==> src/rtl/uart_pkg.sv <==
// rtl/uart_pkg.sv - shared types, frame constants and bit-timing helpers for the UART transmitter
// Frame shape depends on UART_TX_PARITY_EN (see rtl/uart_tx.sv).
package uart_pkg;

  localparam int DATA_BITS = 8;
  localparam int STOP_BITS = 1;
  localparam int BIT_IDX_W = $clog2(DATA_BITS);

`ifdef UART_TX_PARITY_EN
  localparam int PARITY_BITS = 1;
`else
  localparam int PARITY_BITS = 0;
`endif

  localparam int FRAME_BITS = 1 + DATA_BITS + PARITY_BITS + STOP_BITS;

  typedef enum logic [2:0] {
    ST_IDLE   = 3'd0,
    ST_START  = 3'd1,
    ST_DATA   = 3'd2,
    ST_PARITY = 3'd3,
    ST_STOP   = 3'd4,
    ST_DONE   = 3'd5
  } uart_state_t;

  function automatic int calc_clks_per_bit(input int unsigned clk_freq,
                                           input int unsigned baud_rate);
    return int'(clk_freq / baud_rate);
  endfunction

  // Clamped to 1 so an illegal divider still elaborates far enough to hit the config check.
  function automatic int calc_cnt_width(input int clks_per_bit);
    return (clks_per_bit < 2) ? 1 : $clog2(clks_per_bit);
  endfunction

endpackage

==> src/rtl/uart_baud_cnt.sv <==
// rtl/uart_baud_cnt.sv - bit-period counter, ticks on the last clock of each bit period
// Counts 0..CLKS_PER_BIT-1, wraps on tick, held at zero while clr_i is high.
module uart_baud_cnt #(
  parameter int CLKS_PER_BIT = 10,
  parameter int CNT_W        = 4
) (
  input  logic clk_i,
  input  logic rst_ni,
  input  logic clr_i,
  output logic tick_o
);

  logic [CNT_W-1:0] cnt_q;
  logic [CNT_W-1:0] cnt_d;

  assign tick_o = (cnt_q == CNT_W'(CLKS_PER_BIT - 1));

  always_comb begin
    cnt_d = cnt_q + CNT_W'(1);
    if (clr_i || tick_o) begin
      cnt_d = '0;
    end
  end

  always_ff @(posedge clk_i or negedge rst_ni) begin
    if (!rst_ni) begin
      cnt_q <= '0;
    end else begin
      cnt_q <= cnt_d;
    end
  end

endmodule

==> src/rtl/uart_tx.sv <==
// rtl/uart_tx.sv - UART transmitter, one byte per request as an 8N1 frame with a done pulse
// Define UART_TX_PARITY_EN to insert an even-parity bit between data and stop.
module uart_tx
  import uart_pkg::*;
#(
  parameter int unsigned CLK_FREQ  = 125_000_000,
  parameter int unsigned BAUD_RATE = 115_200
) (
  input  logic       iClk,
  input  logic       iRst,
  input  logic       iTxStart,
  input  logic [7:0] iTxByte,
  output logic       oTxSerial,
  output logic       oTxDone
);

  localparam int CLKS_PER_BIT = calc_clks_per_bit(CLK_FREQ, BAUD_RATE);
  localparam int CNT_W        = calc_cnt_width(CLKS_PER_BIT);
  localparam logic [BIT_IDX_W-1:0] LAST_BIT = BIT_IDX_W'(DATA_BITS - 1);

  generate
    if (CLKS_PER_BIT < 2) begin : g_bad_divider
      $error("uart_tx: CLK_FREQ/BAUD_RATE must be at least 2 clocks per bit");
    end
  endgenerate

  uart_state_t          state_q;
  logic [DATA_BITS-1:0] shift_q;
  logic [BIT_IDX_W-1:0] bit_idx_q;
  logic                 tick;
  logic                 cnt_clr;
`ifdef UART_TX_PARITY_EN
  logic                 parity_q;
`endif

  // Holding the counter in IDLE/DONE makes the first bit period start cleanly at accept.
  assign cnt_clr = (state_q == ST_IDLE) || (state_q == ST_DONE);

  uart_baud_cnt #(
    .CLKS_PER_BIT(CLKS_PER_BIT),
    .CNT_W       (CNT_W)
  ) u_baud_cnt (
    .clk_i (iClk),
    .rst_ni(iRst),
    .clr_i (cnt_clr),
    .tick_o(tick)
  );

  always_ff @(posedge iClk or negedge iRst) begin
    if (!iRst) begin
      state_q   <= ST_IDLE;
      oTxSerial <= 1'b1;
      oTxDone   <= 1'b0;
      shift_q   <= '0;
      bit_idx_q <= '0;
`ifdef UART_TX_PARITY_EN
      parity_q  <= 1'b0;
`endif
    end else begin
      oTxDone <= 1'b0;
      case (state_q)
        ST_IDLE: begin
          oTxSerial <= 1'b1;
          if (iTxStart) begin
            shift_q   <= iTxByte;
            bit_idx_q <= '0;
`ifdef UART_TX_PARITY_EN
            parity_q  <= ^iTxByte;
`endif
            oTxSerial <= 1'b0;
            state_q   <= ST_START;
          end
        end
        ST_START: begin
          if (tick) begin
            oTxSerial <= shift_q[0];
            state_q   <= ST_DATA;
          end
        end
        ST_DATA: begin
          if (tick) begin
            if (bit_idx_q == LAST_BIT) begin
`ifdef UART_TX_PARITY_EN
              oTxSerial <= parity_q;
              state_q   <= ST_PARITY;
`else
              oTxSerial <= 1'b1;
              state_q   <= ST_STOP;
`endif
            end else begin
              // Next level comes from bit 1 because the shift lands on the same edge.
              oTxSerial <= shift_q[1];
              shift_q   <= {1'b0, shift_q[DATA_BITS-1:1]};
              bit_idx_q <= bit_idx_q + BIT_IDX_W'(1);
            end
          end
        end
`ifdef UART_TX_PARITY_EN
        ST_PARITY: begin
          if (tick) begin
            oTxSerial <= 1'b1;
            state_q   <= ST_STOP;
          end
        end
`endif
        ST_STOP: begin
          if (tick) begin
            oTxSerial <= 1'b1;
            oTxDone   <= 1'b1;
            state_q   <= ST_DONE;
          end
        end
        ST_DONE: begin
          oTxSerial <= 1'b1;
          state_q   <= ST_IDLE;
        end
        default: begin
          oTxSerial <= 1'b1;
          state_q   <= ST_IDLE;
        end
      endcase
    end
  end

endmodule

==> config.mk <==
export PLATFORM = sky130hd
export DESIGN_NAME = uart_tx
export DESIGN_NICKNAME = d
export VERILOG_FILES = /design/src/rtl/uart_pkg.sv /design/src/rtl/uart_baud_cnt.sv /design/src/rtl/uart_tx.sv
export SDC_FILE = /design/constraint.sdc
export NUM_CORES = 1
export LEC_CHECK = 0
export CAP_MARGIN = 20
export CORE_UTILIZATION = 35
export CTS_CLUSTER_SIZE = 16
export DETAILED_ROUTE_END_ITERATION = 10
export PLACE_DENSITY = 0.5
export SYNTH_ARGS = -nofsm -noshare
export SYNTH_HDL_FRONTEND = slang
export SYNTH_SLANG_ARGS = --single-unit
==> constraint.sdc <==
create_clock -name iClk -period 2.7 [get_ports iClk]
set_input_delay 0.54 -clock iClk [delete_from_list [all_inputs] [get_ports iClk]]
set_output_delay 0.54 -clock iClk [all_outputs]
set_load 0.05 [all_outputs]
==> flow_summary.yaml <==
logic_synthesis:
  async_reset_ff_frac: 1.00
  ys.flop_type: "dfrtp_1"
  synth_cells: 138
  synth_enable_flop_cells: 0
  syn_area_per_cell_um2: 9.85
  synth_warnings: 0
  yosysSeqAreaShare: 0.498
  synth_seq_cells: 27
  netlist_area_um2: 1360
  syn_nets: 153
  ys_types: 31
floorplan:
  die_y_um: 64.3
  ios: 13
  core_area_um2: 3690
  start_util: 0.368
  die_area_um2: 4140
  fp-row-count: 22
  fp.dieW_um: 64.3
timing:
  fmax_ghz: 0.461
  fin_crit_ns: 2.17
  hold_violations: 0
  clock_skew_ns: 0.00135
  fin_ws_ns: 0.530
  layout_worst_path_cycle_share: 0.804
  maxSlewViolCount: 0
  grt_setup_unrepaired: "no"
  finalSetupTns_ns: 0
  finalSetupViolCount: 0
  tightest_slew_ns: 0.867
  slew_headroom: 0.422
  holdWs_ns: 0.498
finish:
  seq_area_um2: 677
  fillers: 387
  n_antenna_cell: 0
  multiInputGateArea_um2: 639
  area_growth_pct: 16.8
  mostFrequentLayoutCells: "dfrtp_1 (26), nand2_1 (18), nor2_1 (15)"
  num-nets-final: 168
  drive_gt1_frac: 0.0789
  fin_cells: 200
  mostFrequentLayoutCell: "dfrtp_1"
  stdcell_area_um2: 1590
run_status:
  status: "complete, no violations"
placed_design:
  routabilityCongestion: 0.735
  dp_worst_setup_slack_ns: 0.345
  dp_cells: 196
  place_hpwl_um: 1790
  place_area_um2: 1540
  port_buffers: 12
detailed_routing:
  wl_per_cell_um: 12.4
  dr_total_vias: 1004
  wirelength_um: 2480
  drtAntennaViolNets: 0
  first_pass_iters: 4
  vias_per_cell: 5.02
  drc: 0
  drt_iter0_markers: 74
global_routing:
  grt_usage: 0.138
  grt_remaining_overflow: 0
  antenna_found_initial: 0
  grt_pass1_vias: 925
  grt_max_degree: 15
  grt_pass1_wl_um: 4340
clock_network:
  cts_tree: "done"
  postCtsHoldBufs: 0
  clockBufferDepth: 2
  root_buffer: "clkbuf_8"
  ctsResizeCount: 0
  htreeDepth: 1
  post-cts-setup-buffer-count: 0
  numCtsBuffers: 3
  worstSkewPairLatency_ns: 0.27
  clk_pin_slew_ns: 0.09
  clkSinkCount: 27
setup_path:
  crit_type: "reg -> reg"
  required_ns: 2.86
  end_kind: "flip-flop"
  crit_path_max_fanout: 13
  cp-start-kind: "flip-flop"
  cp.arrival_ns: 2.33
min_path:
  hp-class: "reg -> reg"
flow_run:
  max_cap_viol_count: 0
pwr:
  powerDensity_nw_per_um2: 613
  ir_drop_mv: 0.196
  p_leak_nw: 0.695
## state kept, by name (all words and copies together), names as in the netlist
register          cells
bit_idx_q             3
oTxDone               1
state_q               3
u_baud_cnt.cnt_q     11
shift_q               8
oTxSerial             1
## power by group
part / switching, W / leakage, nW / internal [W] / total (W)
registers: 0.0000607 / 0.341 / 0.000477 / 0.000538
clock network: 0.000127 / 0.0228 / 0.000106 / 0.000233
logic: 0.000111 / 0.331 / 0.0000906 / 0.000202
## worst max-delay path: stages (launching register included)
cell and delay, ns:
dfrtp_1 0.42, or4b_4 0.57, nor4_4 0.30, a21oi_1 0.36, buf_4 0.28, nand2_1 0.07, o21ai_1 0.06
## final timing paths
check,start,end,slack [ns],cells after the start
setup reg to reg,u_baud_cnt.cnt_q[7]$_DFF_PN0_,shift_q[3]$_DFFE_PN0P_,0.53,6
hold reg to reg,shift_q[4]$_DFFE_PN0P_,shift_q[4]$_DFFE_PN0P_,0.50,2
setup / recovery,u_baud_cnt.cnt_q[7]$_DFF_PN0_,shift_q[3]$_DFFE_PN0P_,0.53,6
max in group asynchronous,iRst,bit_idx_q[2]$_DFFE_PN0P_,1.38,2
min in group asynchronous,iRst,state_q[1]$_DFFE_PN0P_,0.68,1
hold / removal,shift_q[4]$_DFFE_PN0P_,shift_q[4]$_DFFE_PN0P_,0.50,2
## cells in the mapped netlist, drive strengths merged, types with 4 or more instances
cell type	instances	area, µm²
o21ai	12	60.1
ha	4	50.1
nand2b	5	33.8
nand2	18	67.6
dfrtp	26	651
inv	6	22.5
xor2	7	61.3
nor2	15	56.3
a21oi	4	20.0
mux2i	8	80.1
clkbuf	4	15.0
nor3	5	25.0
## metal layers
layer  part of all wire  GRT usage  up-vias
met5                  0          0        -
met4              0.011     0.0583        0
met3              0.033     0.0214        4
met2               0.43      0.209       24
met1               0.52      0.193      474
li1                   -          -      502
## per-stage QoR
stage / util / total power, W
2_1_floorplan: - / 0.000683
3_3_place_gp: 0.418 / 0.000744
3_5_place_dp: 0.418 / 0.000751
4_1_cts: 0.430 / 0.000985
5_1_grt: 0.430 / 0.00104
6_report: 0.430 / 0.000973
## cell families after synthesis
group / after synthesis / synth area share
flops: 27 / 0.498
compound gates: 22 / 0.0967
mux: 8 / 0.0589
xor+xnor: 10 / 0.0645
buf+inv: 11 / 0.0313
simple gates: 56 / 0.214
fa+ha+maj: 4 / 0.0368
## layout make-up
| class | count | share of cell area |
|---|---|---|
| Tap cell | 48 | 0.0379 |
| Multi-Input combinational cell | 100 | 0.403 |
| Timing Repair Buffer | 15 | 0.0899 |
| Sequential cell | 27 | 0.427 |
| Clock buffer | 4 | 0.0284 |
| Inverter | 6 | 0.0142 |
Note: power is estimated with default switching activity, not from simulation.
